==> src/rtl/mem_stage_ctrl_pkg.sv <==
// Shared pipeline definitions for the MEM-stage sequencer: state encoding and defaults.
package mem_stage_ctrl_pkg;

    typedef enum logic [1:0] {
        ST_IDLE  = 2'd0,
        ST_WAIT  = 2'd1,
        ST_ABORT = 2'd2
    } mem_state_e;

    localparam int unsigned DEFAULT_TIMEOUT = 8;
    localparam int unsigned DEFAULT_CW      = 8;

endpackage

==> src/rtl/mem_stage_ctrl.sv <==
// MEM-stage sequencer: memory strobes, upstream freeze and MEM_WB bubble while a
// variable-latency access is pending, with a watchdog that aborts hung accesses.
module mem_stage_ctrl
    import mem_stage_ctrl_pkg::*;
#(
    parameter int unsigned TIMEOUT = DEFAULT_TIMEOUT,
    parameter int unsigned CW      = DEFAULT_CW
) (
    input  logic reloj,
    input  logic reset,
    input  logic mem_rd,
    input  logic mem_wr,
    input  logic mem_ready,
    output logic mem_en,
    output logic mem_we,
    output logic stall,
    output logic bubble_wb,
    output logic err
);

    localparam logic [CW-1:0] CNT_ONE  = CW'(1);
    localparam logic [CW-1:0] CNT_LAST = CW'(TIMEOUT - 1);

    mem_state_e    state_q, state_d;
    logic [CW-1:0] cnt_q, cnt_d;
    logic          err_q, err_d;
    logic          req;

    assign req = mem_rd | mem_wr;
    assign err = err_q;

    // NOTE: sequential state uses non-blocking assignments only, so every register samples pre-edge values.
    always_ff @(posedge reloj) begin
        if (reset) begin
            state_q <= ST_IDLE;
            cnt_q   <= '0;
            err_q   <= 1'b0;
        end else begin
            state_q <= state_d;
            cnt_q   <= cnt_d;
            err_q   <= err_d;
        end
    end

    // NOTE: every output and next-state value gets a default first, so no path infers a latch.
    always_comb begin
        state_d   = state_q;
        cnt_d     = cnt_q;
        err_d     = err_q;
        mem_en    = 1'b0;
        stall     = 1'b0;
        bubble_wb = 1'b0;

        unique case (state_q)
            ST_IDLE: begin
                mem_en = req;
                if (req && !mem_ready) begin
                    stall     = 1'b1;
                    bubble_wb = 1'b1;
                    cnt_d     = CNT_ONE;
                    state_d   = ST_WAIT;
                end
            end

            ST_WAIT: begin
                mem_en = req;
                if (!req || mem_ready) begin
                    // Squashed or completed: ready wins over the timeout check.
                    cnt_d   = '0;
                    state_d = ST_IDLE;
                end else begin
                    stall     = 1'b1;
                    bubble_wb = 1'b1;
                    if (cnt_q == CNT_LAST) begin
                        cnt_d   = '0;
                        state_d = ST_ABORT;
                    end else begin
                        cnt_d = cnt_q + CNT_ONE;
                    end
                end
            end

            ST_ABORT: begin
                // Faulting instruction leaves MEM as a bubble; pipeline resumes.
                bubble_wb = 1'b1;
                err_d     = 1'b1;
                state_d   = ST_IDLE;
            end

            default: begin
                cnt_d   = '0;
                state_d = ST_IDLE;
            end
        endcase
    end

    assign mem_we = mem_wr & mem_en;

endmodule

==> config.mk <==
export PLATFORM = sky130hd
export DESIGN_NAME = mem_stage_ctrl
export DESIGN_NICKNAME = d
export VERILOG_FILES = /design/src/rtl/mem_stage_ctrl_pkg.sv /design/src/rtl/mem_stage_ctrl.sv
export SDC_FILE = /design/constraint.sdc
export NUM_CORES = 1
export LEC_CHECK = 0
export CAP_MARGIN = 20
export CORE_AREA = 3 3 40 42
export DETAILED_ROUTE_END_ITERATION = 7
export DIE_AREA = 0 0 43 45
export PLACE_DENSITY = 0.79
export SYNTH_ARGS = -nofsm -noshare
export SYNTH_HDL_FRONTEND = slang
export SYNTH_SLANG_ARGS = --single-unit
export TNS_END_PERCENT = 1
==> constraint.sdc <==
create_clock -name reloj -period 3.05 [get_ports reloj]
set_input_delay 0.61 -clock reloj [delete_from_list [all_inputs] [get_ports reloj]]
set_output_delay 0.61 -clock reloj [all_outputs]
set_load 0.02 [all_outputs]
**Word-level counts from Yosys, hierarchy flattened**

Cells that the tools add are included.

- Register bits: 11
- Output and inout port bits: 5
- Word-level logic and storage cells: 33
- Input bits: 5

- Eq/ne operators: 5
- Add/subtract/negate cells: 1
- Muxes and demuxes: 13
- Bitwise operators: 3
- Reduce and logical (&&, ||, !) cells: 8

Operators by type and width:

| kind | number |
|---|---|
| $mux W8 | 3 |
| $pmux W8 S3 | 1 |
| $add A8 B1 Y8 const B | 1 |
| $eq A8 B3 Y1 const B | 1 |
| $mux W2 | 3 |
| $pmux W2 S2 | 1 |
| $reduce_and A2 Y1 | 2 |
| $mux W1 | 3 |
| $ne A3 B3 Y1 const B | 1 |
| $pmux W1 S3 | 1 |
| $eq A2 B1 Y1 const B | 1 |
| $eq A2 B2 Y1 const B | 1 |
| $logic_not A1 Y1 | 2 |
| $logic_not A2 Y1 | 1 |
| $ne A2 B2 Y1 const B | 1 |
| $pmux W1 S2 | 1 |
| $reduce_or A2 Y1 | 1 |
| $and A1 B1 Y1 | 1 |
| $logic_and A1 B1 Y1 | 1 |
| $logic_or A1 B1 Y1 | 1 |
| $not A1 Y1 | 1 |
| $or A1 B1 Y1 | 1 |

**Depth between registers and ports, before layout**

Gate-level depths: netlist of run 1.

- Depth after elaboration: 5
- Mapped depth: 6
- Mapped depth without buffers: 5

**Worst setup path after synthesis of run 1**

No wires, ideal clock.

- Path kind: input-to-output
- Start: input port mem_wr
- End: output port bubble_wb
- Slack: 0.903 ns
- Arrival time: 1.537 ns
- Buffers on the path: 1
- Stages on the path: 5
- Cells stage by stage: o21bai_1 > or2_2 > buf_6 > inv_1 > a21o_1

- Cells in the longest elaborated chain, start to end: 5
- Elaborated cells on any way between the ends: 7

Ends and longest elaborated chain:

| what | line | source |
|---|---|---|
| from (decl) | mem_stage_ctrl.sv:12 | `input logic mem_wr,` |
| $or A1 B1 Y1 (*) | mem_stage_ctrl.sv:29 | `assign req = mem_rd \| mem_wr;` |
| $logic_not A1 Y1 | mem_stage_ctrl.sv:67 | `if (!req \|\| mem_ready) begin` |
| $logic_or A1 B1 Y1 | mem_stage_ctrl.sv:67 |  |
| $mux W1 | mem_stage_ctrl.sv:67 |  |
| $pmux W1 S3 (*) | mem_stage_ctrl.sv:54 | `unique case (state_q)` |
| to (decl) | mem_stage_ctrl.sv:17 | `output logic bubble_wb,` |

Every way passes the cells marked *; elsewhere a longest branch is shown, timed or not.

**Worst setup path after layout of run 1**

Same ends and word-level chain as after synthesis.

==> results of run 1 <==
==> cell families after synthesis <==
| group | after synthesis | synth area share (%) |
|---|---|---|
| flops | 11 | 36.51 |
| xor+xnor | 5 | 7.263 |
| simple gates | 29 | 27.18 |
| buf+inv | 8 | 9.335 |
| fa+ha+maj | 1 | 2.074 |
| compound gates | 15 | 17.64 |
==> cell usage in the layout (no fill, tap or decap), types with 2 or more instances in the layout <==
| cell type | instances |
|---|---|
| a21oi_1 | 5 |
| buf_4 | 2 |
| clkbuf_4 | 3 |
| clkdlybuf4s50_1 | 9 |
| dfxtp_1 | 11 |
| inv_1 | 3 |
| nand2_1 | 3 |
| nand3_1 | 11 |
| nand4_1 | 2 |
| nor2_1 | 3 |
| xnor2_1 | 3 |
| xor2_1 | 2 |
==> per-stage QoR <==
stage	hold WS, ns	total power [W]	util, %	setup slack (ns)	cells
after floorplan	0.4807	0.0001734	-	0.9035	69
after global placement	0.4486	0.0001860	53.36	0.2168	91
after detailed placement	0.4624	0.0001863	53.36	0.1741	91
after CTS	0.4808	0.0002846	55.40	0.1582	95
after global routing	0.5078	0.0002959	55.40	0.06749	95
final	0.4775	0.0002814	55.40	0.1620	95
==> critical path: stages <==
cell and delay (ns):
clkdlybuf4s50_1 0.47, o21bai_1 0.11, or2_2 0.30, inv_1 0.10, a21o_1 0.09, clkdlybuf4s50_1 0.59
==> power breakdown <==
group,leakage (nW),total [W],internal (W),switching (W)
sequential,0.0891,0.000149,0.000146,0.00000365
clock,0.0150,0.0000980,0.0000506,0.0000474
combinational,0.169,0.0000342,0.0000159,0.0000183
total,0.273,0.000281,0.000212,0.0000693
==> worst max path at each step <==
stage,startpoint,to,slack [ns],cells after the start
after floorplan,mem_wr,bubble_wb,0.90,5
after global placement,mem_wr,bubble_wb,0.22,6
after detailed placement,mem_wr,bubble_wb,0.17,6
after CTS,mem_wr,bubble_wb,0.16,6
after global routing,mem_wr,bubble_wb,0.07,6
final,mem_wr,bubble_wb,0.16,6
==> metal layers <==
| layer | vias to the layer above | global-route usage, % | share of wire, % |
|---|---|---|---|
| met5 | - | 0 | 0 |
| li1 | 273 | - | - |
| met3 | 2 | 7.570 | 7.8 |
| met2 | 15 | 21.56 | 44 |
| met4 | 0 | 3.614 | 0.31 |
| met1 | 253 | 17.60 | 47 |
==> state kept, by name (all words and copies together) (netlist names) <==
signal	count
state_q	2
err	1
cnt_q	8
==> layout make-up <==
cell class / count / area share, %
Timing Repair Buffer: 11 / 14.76
Sequential cell: 11 / 30.93
Multi-Input combinational cell: 50 / 45.87
Tap cell: 15 / 2.636
Inverter: 4 / 2.109
Clock buffer: 4 / 3.691
==> flow_summary.json, run 1 <==
{
  "status": "complete, no violations",
  "power.density_mw_per_mm2": 395.3,
  "setup.worst_path.start_class": "input port",
  "reg2reg_slack_ns": 1.13,
  "ioPinCount": 10,
  "nFillCells": 133,
  "cts_tree": "done",
  "critPathKind": "in2out",
  "hold_path_class": "reg2reg",
  "vias_per_cell": 5.716,
  "synthTopCellsByCount": "dfxtp_1, nand3_1, a21oi_1",
  "cp_max_fo": 3,
  "avgSynthCellArea_um2": 8.740,
  "p_leak_nw": 0.2726,
  "ys.flop_type": "dfxtp_1",
  "cts.sinks": 11,
  "finalClockSkew_ns": 0.008882,
  "max_freq_mhz": 346.3,
  "maxSlewHeadroom_pct": 69.16,
  "reg2reg_from": "state_q[0]",
  "initialDrtViolationCount": 22,
  "finalSetupViolCount": 0,
  "drv_cap": 0,
  "placed_area_um2": 685.7,
  "num_vias": 543,
  "clkTransAtPathRegs_ns": 0.07,
  "numCtsBuffers": 3,
  "drt_pass1_iterations": 4,
  "crit_arrival_ns": 2.28,
  "finalMaxSlewViolations": 0,
  "io_buffers": 9,
  "syn_area_um2": 603.1,
  "wl_per_cell_um": 13.44,
  "holdBufCountCts": 0,
  "required_ns": 2.44,
  "gp_congestion": 0.8227,
  "clockRootBuffer": "clkbuf_4",
  "end_kind": "output pin",
  "synth_nets": 75,
  "drc": 0,
  "htree_levels": 1,
  "post-cts-setup-buffers": 0,
  "vdd_ir_drop_max_v": 0.0001803,
  "grt_max_degree": 12,
  "cts.path.max_buffers": 2,
  "first_global_vias": 437,
  "rsz0062_at_grt": "false",
  "regArea_um2": 220.2,
  "dieHeight_um": 45,
  "grt_overflow": 0,
  "finalCriticalPeriod_ns": 2.888,
  "grtUsageTotal_pct": 14.14,
  "fin_setup_tns_ns": 0,
  "dp_hpwl_um": 932,
  "antennaDiodeCount": 0,
  "grt_pass1_wl_mm": 2.028,
  "yosysWarnings": 0,
  "dieArea_mm2": 0.001935,
  "final_layout_size_suffix_gt1_share_pct": 11.25,
  "min_path_cells": 2,
  "drtAntennaViolNets": 0,
  "synth_edf_count": 0,
  "insertion_delay_ns": 0.27,
  "syn2layout_area_growth_pct": 18.05,
  "synth_cells": 69,
  "min_to": "err",
  "num_rows": 13,
  "ys_async_sr_fraction_pct": 0,
  "worst_r2r_path_depth": 4,
  "antenna_found_initial": 0,
  "wl_mm": 1.277,
  "finalCritPeriodShare_pct": 94.69,
  "nets": 87,
  "ys_ff_latch": 11,
  "tightest_slew_ns": 0.4598,
  "coreArea_mm2": 0.001285,
  "min_from": "err",
  "finalHoldViolations": 0,
  "initial_core_util_pct": 46.93,
  "die_w_um": 43,
  "post_cts_resized": 0,
  "yosys-top-cells-area": "dfxtp_1, nand3_1, buf_6",
  "synth_seq_area_share_pct": 36.51,
  "r2r_end": "cnt_q[7]",
  "synth_top_area_share_pct": 36.51,
  "synth_top_area_cell": "dfxtp_1",
  "multi_input_comb_area_um2": 326.6,
  "yosys.cell_types.count": 33,
  "stdcell_area_um2": 711.9
}
No activity file was read; power rests on OpenSTA's default activity.
==> run 2, diff against run 1 <==
--- a/config.mk
+++ b/config.mk
@@ -7,9 +7,11 @@
 export LEC_CHECK = 0
 export CAP_MARGIN = 20
 export CORE_AREA = 3 3 40 42
+export CTS_CLUSTER_SIZE = 10
 export DETAILED_ROUTE_END_ITERATION = 7
 export DIE_AREA = 0 0 43 45
 export PLACE_DENSITY = 0.79
+export SKIP_CTS_REPAIR_TIMING = 1
 export SYNTH_ARGS = -nofsm -noshare
 export SYNTH_HDL_FRONTEND = slang
 export SYNTH_SLANG_ARGS = --single-unit
==> results of run 2 <==
The final DEF is identical to that of run 1; final timing and power are the same.
==> RTL change: new RTL, config.mk and constraints of run 2 <==
Change the package constant `DEFAULT_CW` from 8 to 4.
--- a/src/rtl/mem_stage_ctrl_pkg.sv
+++ b/src/rtl/mem_stage_ctrl_pkg.sv
@@ -8,7 +8,7 @@
     } mem_state_e;
 
     localparam int unsigned DEFAULT_TIMEOUT = 8;
-    localparam int unsigned DEFAULT_CW      = 8;
+    localparam int unsigned DEFAULT_CW      = 4;
 
 endpackage
 
Behaviour: same outputs for any inputs over 10 cycles, from zero or initial values and one cycle with reset high; that may be too few to reach the edited logic, so the function may still have changed.
==> RTL change against run 2 <==
- area after synthesis shrank 42%
- critical path depth is the same
- fmax shrank 2.2%
- setup slack lost 65 ps
- power shrank 25%
- wire length shrank 44%
- final area shrank 33%
- largest power group unchanged
- sequential cell count shrank 4
- highest routed layer unchanged
- die area is the same
- non-clock buffer count shrank 1
- largest cell class unchanged
- sequential share of layout area shrank 1.8 points
==> RTL change: results (changes against run 2) <==
| Metric | Value |
|---|---|
| Status | completed (unchanged) |
| Critical Path AT | 2340 ps (was 2280 ps) |
| Wl on met1 | 321 µm (was 605 µm) |
| Synth top area cells | dfxtp_1, nor2_1, nand4b_1 (was dfxtp_1, nand3_1, buf_6) |
| Met1 Track Usage GR | 0.109 (was 0.176) |
| Sequential fraction of the synthesis area | 0.401 (was 0.365) |
| Gpl congestion | 0.848 (was 0.823) |
| Critical path fanouts, max | 8 (was 3) |
| Post-synth top cells | dfxtp_1, nor2_1, nand3_1, nand4b_1 (was dfxtp_1, nand3_1, a21oi_1) |
| Top_reg_cell synth | dfxtp_1 (unchanged) |
| Hold Crit Class | flop to flop (unchanged) |
| GR Util met2 | 0.135 (was 0.216) |
| Vias in the first global route | 288 (was 437) |
| DR WL met3 | 26 µm (was 100 µm) |
| Layout cells sized above 1 | 0.157 (was 0.113) |
| Synthesized net count | 44 (was 75) |
| 1st-iter DRT viols | 7 (was 22) |
| Clock Skew | 3.16 ps (was 8.88 ps) |
| Largest net degree at the start of global routing | 9 (was 12) |
| Largest register FFs | 4 (was 8) |
| Global router's overall resource usage | 0.0935 (was 0.141) |
| Routed Wire Length | 709 µm (was 1280 µm) |
| Clk_lat worst skew | 250 ps (was 270 ps) |
| Library cells used by synthesis | 18 (was 33) |
| Layout net count | 58 (was 87) |
| Worst IR Drop VDD | 0.000181 V (was 0.000180 V) |
| Post-DP HPWL | 541 µm (was 932 µm) |
| Grt met3 use | 0.0279 (was 0.0757) |
| 1st-pass router iterations | 4 (unchanged) |
| Met2 routed WL | 336 µm (was 566 µm) |
| Via density | 4.88 (was 5.72) |
| Leakage | 0.000177 µW (was 0.000273 µW) |
| FILL cells | 137 (was 133) |
| Slew @ Worst Pin | 275 ps (was 460 ps) |
| First-pass GRT wire length | 1260 µm (was 2030 µm) |
| Yosys warnings | 0 (unchanged) |
| Clock transition at path regs | 50 ps (was 70 ps) |
| Max-slew violations | 0 (unchanged) |
-- RTL change: path summary, 6_finish.rpt --
kind	startpoint	depth (start not counted)	end	slack (ps)
worst min register to register	err$_SDFFE_PP0N_	2	err$_SDFFE_PP0N_	480
worst max-delay path	mem_wr	6	bubble_wb	100
worst max register to register	state_q[1]$_SDFFE_PP0P_	4	cnt_q[2]$_SDFFE_PP0P_	1750
worst min-delay path	err$_SDFFE_PP0N_	2	err$_SDFFE_PP0N_	480
-- RTL change: where the power goes --
part	internal, µW	total [µW]	switching, µW
Clock	49.9	84.2	34.3
Sequential	93.6	96.3	2.67
Combinational	15.0	30.5	15.5
-- RTL change: kinds of logic (layout without fill, tap and decap cells) --
logic type,after synthesis,in the layout,share of synthesized area
AND/OR/NAND/NOR,21,21,0.366
adder cells (fa/ha/maj),1,1,0.0358
flip-flops,7,7,0.401
buffers and inverters,3,16,0.0896
AO/OA/AOI/OAI,6,6,0.108
-- RTL change: per-stage QoR --
stage / cells / hold WS (ps) / setup WS [ps] / total power [µW] / cell area, µm²
3_5_place_dp: 62 / 470 / 82.7 / 129 / 454
6_report: 66 / 480 / 96.7 / 211 / 480
3_3_place_gp: 62 / 453 / 106 / 128 / 454
5_1_grt: 66 / 534 / 7.83 / 226 / 480
2_1_floorplan: 38 / 469 / 1100 / 115 / 349
4_1_cts: 66 / 484 / 77.9 / 216 / 480
-- RTL change: area by class of cell --
class	count	area (µm²)	area share
multi-input combinational	28	178	0.370
inverter	2	20.0	0.0417
timing repair buffer	10	97.6	0.203
sequential	7	140	0.292
tap	15	18.8	0.0391
clock buffer	4	26.3	0.0547
-- RTL change: critical path: stages --
cell	delay, ps
clkdlybuf4s50_1	470
nor2_1	50
or3_1	410
clkinv_8	100
a21o_1	90
clkdlybuf4s50_1	600
